==> config.mk <==
export PLATFORM = sky130hd
export DESIGN_NAME = snitch_clkdiv2_bridge
export DESIGN_NICKNAME = d
export VERILOG_FILES = /design/src/rtl/snitch_clkdiv2_bridge_pkg.sv /design/src/rtl/snitch_clkdiv2_phase.sv /design/src/rtl/snitch_clkdiv2_bridge.sv
export SDC_FILE = /design/constraint.sdc
export NUM_CORES = 1
export LEC_CHECK = 0
export ABC_CLOCK_PERIOD_IN_PS = 4400
export CELL_PAD_IN_SITES_DETAIL_PLACEMENT = 0
export CELL_PAD_IN_SITES_GLOBAL_PLACEMENT = 1
export CORE_ASPECT_RATIO = 0.8
export CORE_MARGIN = 2
export CORE_UTILIZATION = 30
export DETAILED_ROUTE_END_ITERATION = 10
export GPL_ROUTABILITY_DRIVEN = 0
export PLACE_DENSITY = 0.63
export SETUP_SLACK_MARGIN = 0.5
export SYNTH_ARGS = -nofsm -noshare
export SYNTH_HDL_FRONTEND = slang
export SYNTH_HIERARCHICAL = 1
export SYNTH_SLANG_ARGS = --single-unit
==> constraint.sdc <==
create_clock -name clk_i -period 4.4 [get_ports clk_i]
set_clock_uncertainty 0.2 [all_clocks]
set_input_delay 0.88 -clock clk_i [delete_from_list [all_inputs] [get_ports clk_i]]
set_output_delay 0.88 -clock clk_i [all_outputs]
set_load 0.005 [all_outputs]
==> src/rtl/snitch_clkdiv2_bridge_pkg.sv <==
// Local constants shared by the clk/2 bridge and its phase generator.
// Phase encoding and response FIFO sizing live here so both files agree.
package snitch_clkdiv2_bridge_pkg;

  // Phase value during which the divided clock is about to rise.
  localparam logic PhaseStrobe = 1'b0;

  localparam int unsigned RspFifoDepth = 2;
  localparam int unsigned RspCntWidth  = $clog2(RspFifoDepth + 1);
  localparam int unsigned RspPtrWidth  = $clog2(RspFifoDepth);

  typedef logic [RspCntWidth-1:0] rsp_cnt_t;
  typedef logic [RspPtrWidth-1:0] rsp_ptr_t;

  function automatic logic rsp_has_space(input rsp_cnt_t cnt);
    return cnt < rsp_cnt_t'(RspFifoDepth);
  endfunction

endpackage

==> src/rtl/snitch_clkdiv2_phase.sv <==
// Phase tracker for a /2 clock divider: mirrors the divider flop and flags
// the fast cycles whose closing edge is a slow-clock rising edge.
module snitch_clkdiv2_phase
  import snitch_clkdiv2_bridge_pkg::*;
(
  input  logic clk_i,
  input  logic rst_i,
  input  logic test_mode_i,
  input  logic bypass_i,
  output logic strobe_o
);

  logic phase_q;

  always_ff @(posedge clk_i) begin
    if (rst_i) begin
      phase_q <= PhaseStrobe;
    end else begin
      phase_q <= ~phase_q;
    end
  end

  // Either bypass turns every fast edge into a slow edge.
  assign strobe_o = (phase_q == PhaseStrobe) | test_mode_i | bypass_i;

endmodule

==> src/rtl/snitch_clkdiv2_bridge.sv <==
// Fast-to-slow (/2) handshake bridge: skid + output register on the request
// path, 2-entry FIFO on the response path; slow-side state moves on strobes only.
module snitch_clkdiv2_bridge
  import snitch_clkdiv2_bridge_pkg::*;
#(
  parameter int unsigned DataWidth = 32,
  parameter int unsigned RspWidth  = 32
) (
  input  logic                 clk_i,
  input  logic                 rst_i,
  input  logic                 test_mode_i,
  input  logic                 bypass_i,
  output logic                 slow_strobe_o,
  input  logic                 req_valid_i,
  output logic                 req_ready_o,
  input  logic [DataWidth-1:0] req_data_i,
  output logic                 req_valid_o,
  input  logic                 req_ready_i,
  output logic [DataWidth-1:0] req_data_o,
  input  logic                 rsp_valid_i,
  output logic                 rsp_ready_o,
  input  logic [RspWidth-1:0]  rsp_data_i,
  output logic                 rsp_valid_o,
  input  logic                 rsp_ready_i,
  output logic [RspWidth-1:0]  rsp_data_o
);

  logic strobe;

  snitch_clkdiv2_phase i_phase (
    .clk_i       (clk_i),
    .rst_i       (rst_i),
    .test_mode_i (test_mode_i),
    .bypass_i    (bypass_i),
    .strobe_o    (strobe)
  );

  assign slow_strobe_o = strobe;

  // ---------------------------------------------------------------- request
  logic                 skid_full_q, skid_full_d;
  logic [DataWidth-1:0] skid_data_q, skid_data_d;
  logic                 out_valid_q, out_valid_d;
  logic [DataWidth-1:0] out_data_q, out_data_d;
  logic                 req_hs;
  logic                 out_free;

  assign req_ready_o = ~skid_full_q;
  assign req_hs      = req_valid_i & req_ready_o;
  assign out_free    = ~out_valid_q | req_ready_i;

  always_comb begin
    skid_full_d = skid_full_q;
    skid_data_d = skid_data_q;
    out_valid_d = out_valid_q;
    out_data_d  = out_data_q;
    if (strobe && out_free) begin
      if (skid_full_q) begin
        out_valid_d = 1'b1;
        out_data_d  = skid_data_q;
        skid_full_d = 1'b0;
      end else if (req_valid_i) begin
        out_valid_d = 1'b1;
        out_data_d  = req_data_i;
      end else begin
        out_valid_d = 1'b0;
      end
    end else if (req_hs) begin
      // Skid is empty here by construction of req_ready_o.
      skid_full_d = 1'b1;
      skid_data_d = req_data_i;
    end
  end

  always_ff @(posedge clk_i) begin
    if (rst_i) begin
      skid_full_q <= 1'b0;
      out_valid_q <= 1'b0;
    end else begin
      skid_full_q <= skid_full_d;
      out_valid_q <= out_valid_d;
    end
  end

  always_ff @(posedge clk_i) begin
    skid_data_q <= skid_data_d;
    out_data_q  <= out_data_d;
  end

  assign req_valid_o = out_valid_q;
  assign req_data_o  = out_data_q;

  // --------------------------------------------------------------- response
  logic [RspWidth-1:0] rsp_mem_q [RspFifoDepth];
  rsp_ptr_t            rsp_wr_ptr_q, rsp_rd_ptr_q;
  rsp_cnt_t            rsp_cnt_q, rsp_cnt_d;
  logic                rsp_ready_q, rsp_ready_d;
  logic                rsp_push, rsp_pop;

  assign rsp_valid_o = (rsp_cnt_q != '0);
  assign rsp_data_o  = rsp_mem_q[rsp_rd_ptr_q];
  assign rsp_ready_o = rsp_ready_q;
  assign rsp_push    = strobe & rsp_valid_i & rsp_ready_q;
  assign rsp_pop     = rsp_valid_o & rsp_ready_i;

  always_comb begin
    rsp_cnt_d = rsp_cnt_q;
    case ({rsp_push, rsp_pop})
      2'b10:   rsp_cnt_d = rsp_cnt_q + rsp_cnt_t'(1);
      2'b01:   rsp_cnt_d = rsp_cnt_q - rsp_cnt_t'(1);
      default: rsp_cnt_d = rsp_cnt_q;
    endcase
    // Ready only moves with the slow clock; pops in between can only free space.
    rsp_ready_d = strobe ? rsp_has_space(rsp_cnt_d) : rsp_ready_q;
  end

  always_ff @(posedge clk_i) begin
    if (rst_i) begin
      rsp_cnt_q    <= '0;
      rsp_wr_ptr_q <= '0;
      rsp_rd_ptr_q <= '0;
      rsp_ready_q  <= 1'b1;
    end else begin
      rsp_cnt_q   <= rsp_cnt_d;
      rsp_ready_q <= rsp_ready_d;
      if (rsp_push) begin
        rsp_wr_ptr_q <= rsp_wr_ptr_q + rsp_ptr_t'(1);
      end
      if (rsp_pop) begin
        rsp_rd_ptr_q <= rsp_rd_ptr_q + rsp_ptr_t'(1);
      end
    end
  end

  always_ff @(posedge clk_i) begin
    if (rsp_push) begin
      rsp_mem_q[rsp_wr_ptr_q] <= rsp_data_i;
    end
  end

endmodule

==> impl_metrics.env <==
export IMPL_route_met3_wl_mm=1.05
export IMPL_syn_inst=243
export IMPL_rsz0062_at_grt="no"
export IMPL_reg2reg_slack_ns=1.95
export IMPL_layout_setup_ws_ns=1.09
export IMPL_synth_most_common_cell="edfxtp_1"
export IMPL_drv_slew=0
export IMPL_min_path_cells=1
export IMPL_post_route_period_util_pct=75.3
export IMPL_synth_top_area_share_pct=77.2
export IMPL_diodes=0
export IMPL_register_area_um2=4030
export IMPL_cts_tree="built"
export IMPL_synthArstFlopShare_pct=0
export IMPL_clock_path_buffers=2
export IMPL_cts_buffers=17
export IMPL_start_util_pct=30.4
export IMPL_path_max_fanout=7
export IMPL_multi_input_area_um2=936
export IMPL_cts_setup_buffers=0
export IMPL_clkSinkCount=137
export IMPL_crit_path_start="bypass_i"
export IMPL_r2r_start="i_phase/phase_q$_SDFF_PP0_"
export IMPL_min_to="i_phase/phase_q$_SDFF_PP0_"
export IMPL_routed_wl_mm=10.4
export IMPL_nets=470
export IMPL_core_area_um2=16400
export IMPL_drive_gt1_share_pct=23.4
export IMPL_vias_per_cell=4.30
export IMPL_path_clk_slew_ns=0.05
export IMPL_yosys_cell_types_count=25
export IMPL_fillCellCount=1461
export IMPL_drv_cap=0
export IMPL_ys_flop_type="edfxtp_1"
export IMPL_power_mw=3.68
export IMPL_syn_area_um2=4980
export IMPL_slew_headroom_pct=36.8
export IMPL_period_needed_ns=3.31
export IMPL_avgRoutedWirePerCell_um=16.5
export IMPL_dr_wl_met2_mm=4.14
export IMPL_worstHoldStart="i_phase/phase_q$_SDFF_PP0_"
export IMPL_grt_max_degree=36
export IMPL_final_util_pct=44.0
export IMPL_syn_avg_cell_area_um2=20.5
export IMPL_peakVddDrop_mv=0.262
export IMPL_overflow=0
export IMPL_ys_ff_latch=137
export IMPL_ctsHoldBuffers=0
export IMPL_worstMarginPinSlew_ns=0.946
export IMPL_dieArea_um2=17700
export IMPL_crit_type="input pin to output pin"
export IMPL_dr_max_layer_used="met4"
export IMPL_cts_resized=0
export IMPL_power_density_nw_per_um2=509
export IMPL_insertion_delay_ns=0.41
export IMPL_yosys_area_top_type="edfxtp_1"
export IMPL_ys_seq_area_share_pct=80.8
export IMPL_synth_area_top_cells="edfxtp_1 (77%), mux2_2 (14%), dfxtp_1 (3.6%), buf_2 (0.70%), nor2_1 (0.60%)"
export IMPL_io_buffers=140
export IMPL_floorplan_io_pins=141
export IMPL_htreeDepth=4
export IMPL_required_ns=3.32
export IMPL_die_y_um=119
export IMPL_rr_worst_depth=5
export IMPL_post_place_ws_ns=0.960
export IMPL_syn_to_final_growth_pct=45.0
export IMPL_row_count=42
export IMPL_finalSetupViolations=0
export IMPL_hold_viol_final=0
export IMPL_drtAntennaViolNets=0
export IMPL_synth_edf_count=128
export IMPL_root_buffer="clkbuf_16"
export IMPL_p_leak_nw=2.43
export IMPL_grt_util_all_layers_pct=12.3
export IMPL_first_iter_violations=110
export IMPL_cp_arrival_ns=2.23
export IMPL_dp_hpwl_mm=6.55
export IMPL_met1_length_mm=5.02
export IMPL_die_width_um=148
export IMPL_start_kind="input pin"
export IMPL_ys_warn_count=6
export IMPL_rr_endpoint="rsp_ready_o$_SDFFE_PP1P_"
export IMPL_synthTopCellsByCount="edfxtp_1 (128), mux2_2 (62), dfxtp_1 (9), nor2_1 (8), buf_2 (7)"
export IMPL_endpoint_kind="output pin"
export IMPL_tns_ns=0
export IMPL_grt_pass1_vias=2852
export IMPL_status="finished, final reports clean"
export IMPL_fmax_mhz=302
export IMPL_vias=2710
export IMPL_drc=0
export IMPL_grt_pass1_wl_mm=16.0
export IMPL_drtPass1Iterations=4
export IMPL_synth_nets=316
export IMPL_hold_path_class="register to register"
export IMPL_antenna_found_initial=0
[worst max path at each step]
stage | endpoint | slack [ns]
final | slow_strobe_o | 1.09
after global routing | slow_strobe_o | 1.02
after CTS | slow_strobe_o | 1.07
after detailed placement | rsp_ready_o$_SDFFE_PP1P_ | 0.96
after global placement | rsp_ready_o$_SDFFE_PP1P_ | 0.99
after floorplan | req_data_o[0]$_DFFE_PP_ | 0.86
[logic make-up (layout without fill, tap and decap cells)]
logic type	Yosys count	count (layout)	share of synthesized area, %
fa+ha+maj	1	1	0.251
buf+inv	12	179	1.08
compound gates	7	7	0.905
mux	64	64	14.5
xor+xnor	4	4	0.704
simple gates	18	18	1.78
flops	137	137	80.8
[worst max-delay path, stage by stage]
cell and delay, ns:
clkdlybuf4s50_1 0.39, or3b_1 0.48, clkdlybuf4s50_1 0.48
[sequential cells by signal, summed over array words and instances (netlist names), named ones only]
| name | flops |
|---|---|
| i_phase/phase_q | 1 |
| req_data_o | 32 |
| req_valid_o | 1 |
| rsp_cnt_q | 1 |
| rsp_mem_q | 64 |
| rsp_rd_ptr_q | 1 |
| rsp_ready_o | 1 |
| rsp_wr_ptr_q | 1 |
| skid_data_q | 32 |
| skid_full_q | 1 |
[report_power, final]
group / total (mW) / switching, mW / internal (mW)
combinational: 0.726 / 0.287 / 0.440
sequential: 1.64 / 0.0452 / 1.60
clock: 1.31 / 0.487 / 0.820
total: 3.68 / 0.819 / 2.86
[layout make-up]
cell class                 count  share of cell area [%]
sequential                   137                    55.7
timing repair buffer         144                    19.8
multi-input combinational     94                    13.0
clock buffer                  28                    6.88
tap                          220                    3.81
clock inverter                 4                   0.624
inverter                       3                   0.156
[layer usage]
layer  GRT usage [%]  vias up
li1                -     1260
met5               0        -
met1            17.1     1318
met2            15.9      117
met3            6.09       15
met4            5.65        0
[layout by cell type (no fill, tap or decap)]
master           count
o21a_1               1
buf_4                4
o21ai_0              2
dfxtp_1              8
clkdlybuf4s50_1    140
clkbuf_1             8
inv_1                3
nor3_1               1
nor3b_4              1
nor2_1               6
xor2_1               1
a21oi_1              2
nor2_4               2
mux2_2              62
a311o_1              1
or3b_1               1
ha_1                 1
or2_2                1
xnor2_1              3
clkinv_2             3
nor2b_4              1
nand2_1              2
or3_1                1
clkbuf_16           17
mux2_1               2
nor2b_1              1
edfxtp_1           128
a21boi_0             1
bufinv_16            1
clkbuf_8             3
dfxtp_2              1
nand3_1              1
[per-stage QoR]
stage | area, um^2 | std cells | hold slack [ns]
after floorplan | 4980 | 243 | 0.179
after global placement | 6680 | 598 | 0.200
after detailed placement | 6680 | 598 | 0.208
after CTS | 7220 | 630 | 0.216
after global routing | 7220 | 630 | 0.232
final | 7220 | 630 | 0.210
Power figures use the tool's default switching activity.
==> RTL change 1: new RTL, config.mk and constraints unchanged <==
The parameter `RspWidth` goes from 32 to 48.
--- a/src/rtl/snitch_clkdiv2_bridge.sv
+++ b/src/rtl/snitch_clkdiv2_bridge.sv
@@ -4,7 +4,7 @@
   import snitch_clkdiv2_bridge_pkg::*;
 #(
   parameter int unsigned DataWidth = 32,
-  parameter int unsigned RspWidth  = 32
+  parameter int unsigned RspWidth  = 48
 ) (
   input  logic                 clk_i,
   input  logic                 rst_i,
Interface: changed (resized rsp_data_i and rsp_data_o); port bits go from 141 to 173. The function was not compared with the original's and may differ.
==> RTL change 1 against the original RTL <==
  * Power grew 20%
  * Routed wire length is 22% higher
  * Worst setup slack got worse by 0.13 ns
  * Clock power increased by 5%
  * Area after synthesis up 23%
  * Sequential cell count grew 32
  * Final area is 21% higher
  * Fmax fell by 3.8%
  * First-iteration DRC count is 35% higher
  * Critical path type is now reg -> out
  * Critical path depth unchanged
  * Hold slack lost 0.0017 ns
  * Register-to-register slack worse by 0.07 ns
  * Combinational power increased by 33%
==> RTL change 1: results (changes against the original RTL) <==
status -> finished, final reports clean
CP Max Fanout -> 30 (+23)
Pre-Repair DR Iteration Count -> 6 (+2)
vias in the first global route -> 3507 (+23%)
Syn Nets -> 381 (+21%)
GR Util All Layers -> 0.120 (-0.00276)
ratio of cells with drive above 1 in the final layout -> 0.238 (+0.00414)
Peak VDD IR -> 0.217 mV (-17%)
critical path class -> reg -> out
Data arrival, critical path -> 2.37 ns (+0.14 ns)
xor and xnor area share after synthesis -> 0.00572 (-0.00132)
top post-synthesis cells by area -> edfxtp_1 78%, mux2_2 15%, dfxtp_1 2.9%
Placed Cells -> 723 (+21%)
Synth Area in Compound Gates -> 0.00735 (-0.00169)
Rel. slew slack -> 0.398 (+0.0301)
cts bufs inserted -> 17 (unchanged)
total leakage power -> 2.90 nW (+20%)
Cell variety after synth -> 24 (-4.0%)
Min Hold Slack -> 0.208 ns (-0.00168 ns)
largest net degree at the start of global routing -> 37 (+2.8%)
port buffer count -> 172 (+23%)
global-route wire length before repair -> 19500 microns (+22%)
Avg Vias per Cell -> 4.29 (-0.22%)
max FFs per register -> 96 (+50%)
pre-CTS setup slack -> 0.886 ns (-0.0738 ns)
setup slack, reg-to-reg -> 1.88 ns (-0.07 ns)
internal power -> 3.36 mW (+18%)
DR vias -> 3245 (+20%)
crit path to -> rsp_data_o[16]
Mapped Avg Cell Area -> 21.0 sq um (+2.4%)
EDFF count, synth -> 160 (+25%)
DRT iter0 DRCs -> 148 (+35%)
WL final -> 12700 microns (+22%)
antenna violations before repair -> 0 (unchanged)
Final Cycle Share -> 0.783 (+0.0300)
DP Area -> 8230 sq um (+23%)
mux cell area share after synthesis -> 0.147 (+0.00237)
Synth Area in Adders -> 0.00204 (-0.000470)
commonest cells in the netlist -> 160 x edfxtp_1, 80 x mux2_2, 9 x dfxtp_1, 8 x nor2_1, 7 x buf_2
sequential fraction of the synthesis area -> 0.814 (+0.00585)
post-detail-place hpwl -> 8670 microns (+32%)
fin nets -> 567 (+21%)
==> RTL change 1: cell types whose count changed in the layout (fill, tap and decap cells not counted), moves of 4 or more <==
| cell | delta |
|---|---|
| clkinvlp_4 | +4 |
| clkbuf_1 | -5 |
| mux2_2 | +18 |
| clkinv_1 | +4 |
| edfxtp_1 | +32 |
| clkdlybuf4s50_1 | +32 |
==> RTL change 1: worst max-delay path: stages, from the launching register on <==
cell             delay (ns)
dfxtp_2                0.63
buf_4                  0.47
mux2_2                 0.38
clkdlybuf4s50_1        0.47
==> RTL change 1: metal layers <==
layer,track usage,part of all wire,up-vias
met5,0,0,-
met1,0.149,0.44,1605
met3,0.0399,0.068,12
met2,0.194,0.48,105
met4,0.0512,0.016,0
li1,-,-,1523
==> RTL change 1: final cells by class <==
type / count / area [sq um]
diodes: 1 / 2.50
clock buffers: 20 / 437
clock inverters: 12 / 101
fillers: 1794 / 11100
inverters: 3 / 11.3
multi-input cells: 110 / 1120
flip-flops and latches: 169 / 4990
well taps: 264 / 330
repair buffers: 177 / 1780
==> RTL change 1: cells by family (layout without fill, tap and decap cells) <==
| family | after synthesis | count (layout) |
|---|---|---|
| DFF | 169 | 169 |
| buffers and inverters | 13 | 212 |
| xor gates and xnor gates | 4 | 4 |
| AOI/OAI and AO/OA | 7 | 7 |
| adders and majority gates | 1 | 1 |
| other | 0 | 1 |
| and+or+nand+nor | 18 | 18 |
| muxes | 80 | 80 |
==> RTL change 1: power groups by stage <==
stage	sequential, mW	combinational, mW	clock [mW]
after detailed placement	2.10	0.982	0
after CTS	2.07	0.990	1.42
after floorplan	2.07	0.423	0
after global routing	2.08	1.04	1.48
final	2.06	0.967	1.37
after global placement	2.09	0.973	0
==> RTL change 2: new RTL, config.mk and constraints unchanged <==
Made on the original files. Add an input register stage for `test_mode_i`, cleared by the reset; this delays it by one clock. The other inputs are not delayed to match.
--- a/src/rtl/snitch_clkdiv2_bridge.sv
+++ b/src/rtl/snitch_clkdiv2_bridge.sv
@@ -25,12 +25,22 @@
   output logic [RspWidth-1:0]  rsp_data_o
 );
 
+  logic test_mode_q;
+
+  always_ff @(posedge clk_i) begin
+    if (rst_i) begin
+      test_mode_q <= '0;
+    end else begin
+      test_mode_q <= test_mode_i;
+    end
+  end
+
   logic strobe;
 
   snitch_clkdiv2_phase i_phase (
     .clk_i       (clk_i),
     .rst_i       (rst_i),
-    .test_mode_i (test_mode_i),
+    .test_mode_i (test_mode_q),
     .bypass_i    (bypass_i),
     .strobe_o    (strobe)
   );
Formal check against the unedited RTL: not equivalent (Yosys sat finds a counterexample within 4 cycles, from zero or initial values and one cycle with rst_i high).
==> RTL change 2 against the original RTL <==
  * Worst setup slack got worse by 0.030 ns
  * Power rose by 1.8%
  * Combinational power shrank 10%
  * Area after synthesis is 0.53% higher
  * Final area increased by 1.0%
  * Critical path depth stayed put
  * Sequential power is 3% higher
  * Sequential cell count is 1 higher
  * Routed wire length down 4.0%
  * Critical endpoint unchanged
==> RTL change 2: results (changes against the original RTL) <==
status -> finished, final reports clean
GR Util All Layers -> 0.115 (-0.00840)
total leakage power -> 2.44 nW (+0.58%)
port buffer count -> 140 (unchanged)
fin nets -> 472 (+0.43%)
Syn Nets -> 318 (+0.63%)
DP Area -> 6710 sq um (+0.41%)
Synth Area in Adders -> 0.00250 (-0.0000132)
Clk Latency, worst-skew pair -> 0.41 ns (about the same)
post-CTS setup buffers -> 0 (unchanged)
sequential fraction of the synthesis area -> 0.808 (about the same)
clk slew on worst S/H paths -> 0.06 ns
EDFF count, synth -> 128 (unchanged)
max FFs per register -> 64 (unchanged)
Data arrival, critical path -> 2.26 ns (+0.03 ns)
Worst Tran Pin Value -> 0.932 ns (-0.0140 ns)
Clock Tree Buf Depth -> 2 (unchanged)
Placed Cells -> 600 (+0.33%)
Cell variety after synth -> 24 (-4.0%)
fillers -> 1438 (-1.6%)
commonest cells in the netlist -> 128 x edfxtp_1, 62 x mux2_2, 10 x dfxtp_1, 8 x nor2_1, 7 x buf_2
fin area -> 7290 sq um (+1.0%)
mux cell area share after synthesis -> 0.144 (-0.000760)
xor and xnor area share after synthesis -> 0.00700 (-0.0000369)
antenna violations before repair -> 0 (unchanged)
Synth Area in Compound Gates -> 0.00900 (-0.0000475)
ratio of cells with drive above 1 in the final layout -> 0.243 (+0.00857)
Post-Synthesis Cells -> 245 (+0.82%)
Layout Cells excl Fill -> 632 (+0.32%)
post-detail-place hpwl -> 6410 microns (-2.2%)
largest net degree at the start of global routing -> 37 (+2.8%)
top post-synthesis cells by area -> edfxtp_1 77%, mux2_2 14%, dfxtp_1 4.0%
DRT iter0 DRCs -> 133 (+21%)
pre-CTS setup slack -> 0.918 ns (-0.0421 ns)
Peak VDD IR -> 0.299 mV (+14%)
drt wl/cell -> 15.8 microns (-4.3%)
global-route wire length before repair -> 15000 microns (-6.5%)
Post-synth ARST share -> 0 (unchanged)
yosys warns -> 6 (unchanged)
DR vias -> 2700 (-0.37%)
vias in the first global route -> 2831 (-0.74%)
H-tree depth -> 4 (unchanged)
-- RTL change 2: cell types whose count changed in the layout (fill, tap and decap cells not counted), sizes merged --
cell | unedited run | this run
bufinv | 1 | 3
clkbuf | 28 | 20
clkinv | 3 | 5
clkinvlp | 0 | 4
dfxtp | 9 | 10
nor2b | 2 | 3
-- RTL change 2: layer usage --
layer  share of wire  track usage  vias up  wire length [microns]
li1                -            -     1266                      -
met1            0.45        0.144     1348                   4490
met2            0.48        0.175       72                   4800
met3           0.049       0.0403       14                    491
met4           0.020       0.0607        0                    199
met5               0            0        -                      0
-- RTL change 2: final cells by class --
type | count | area share
Inverter | 3 | 0.00154
Clock inverter | 12 | 0.0206
Clock buffer | 20 | 0.0599
Tap cell | 220 | 0.0377
Multi-Input combinational cell | 95 | 0.129
Timing Repair Buffer | 144 | 0.196
Sequential cell | 138 | 0.555
-- RTL change 2: worst max-delay path, stage by stage --
cell and delay [ns]:
clkdlybuf4s50_1 0.39, or3b_1 0.50, clkdlybuf4s50_1 0.49
-- RTL change 2: path summary, 6_finish.rpt --
kind                            slack, ns             from               to  cells past startpoint
worst max-delay path                 1.06         bypass_i    slow_strobe_o                      3
worst min-delay path                 0.22  i_phase/phase_q  i_phase/phase_q                      1
worst max register to register       1.91  i_phase/phase_q      rsp_ready_o                      5
worst min register to register       0.22  i_phase/phase_q  i_phase/phase_q                      1
-- RTL change 2: report_power, final --
group	switching [mW]	leakage, nW	total (mW)	internal [mW]
registers	0.0875	1.28	1.69	1.60
logic	0.228	0.891	0.653	0.426
clock network	0.518	0.271	1.40	0.886
-- RTL change 2: logic make-up after synthesis --
family,Yosys count
buf+inv,12
flops,138
xor+xnor,4
simple gates,19
compound gates,7
fa+ha+maj,1
mux,64
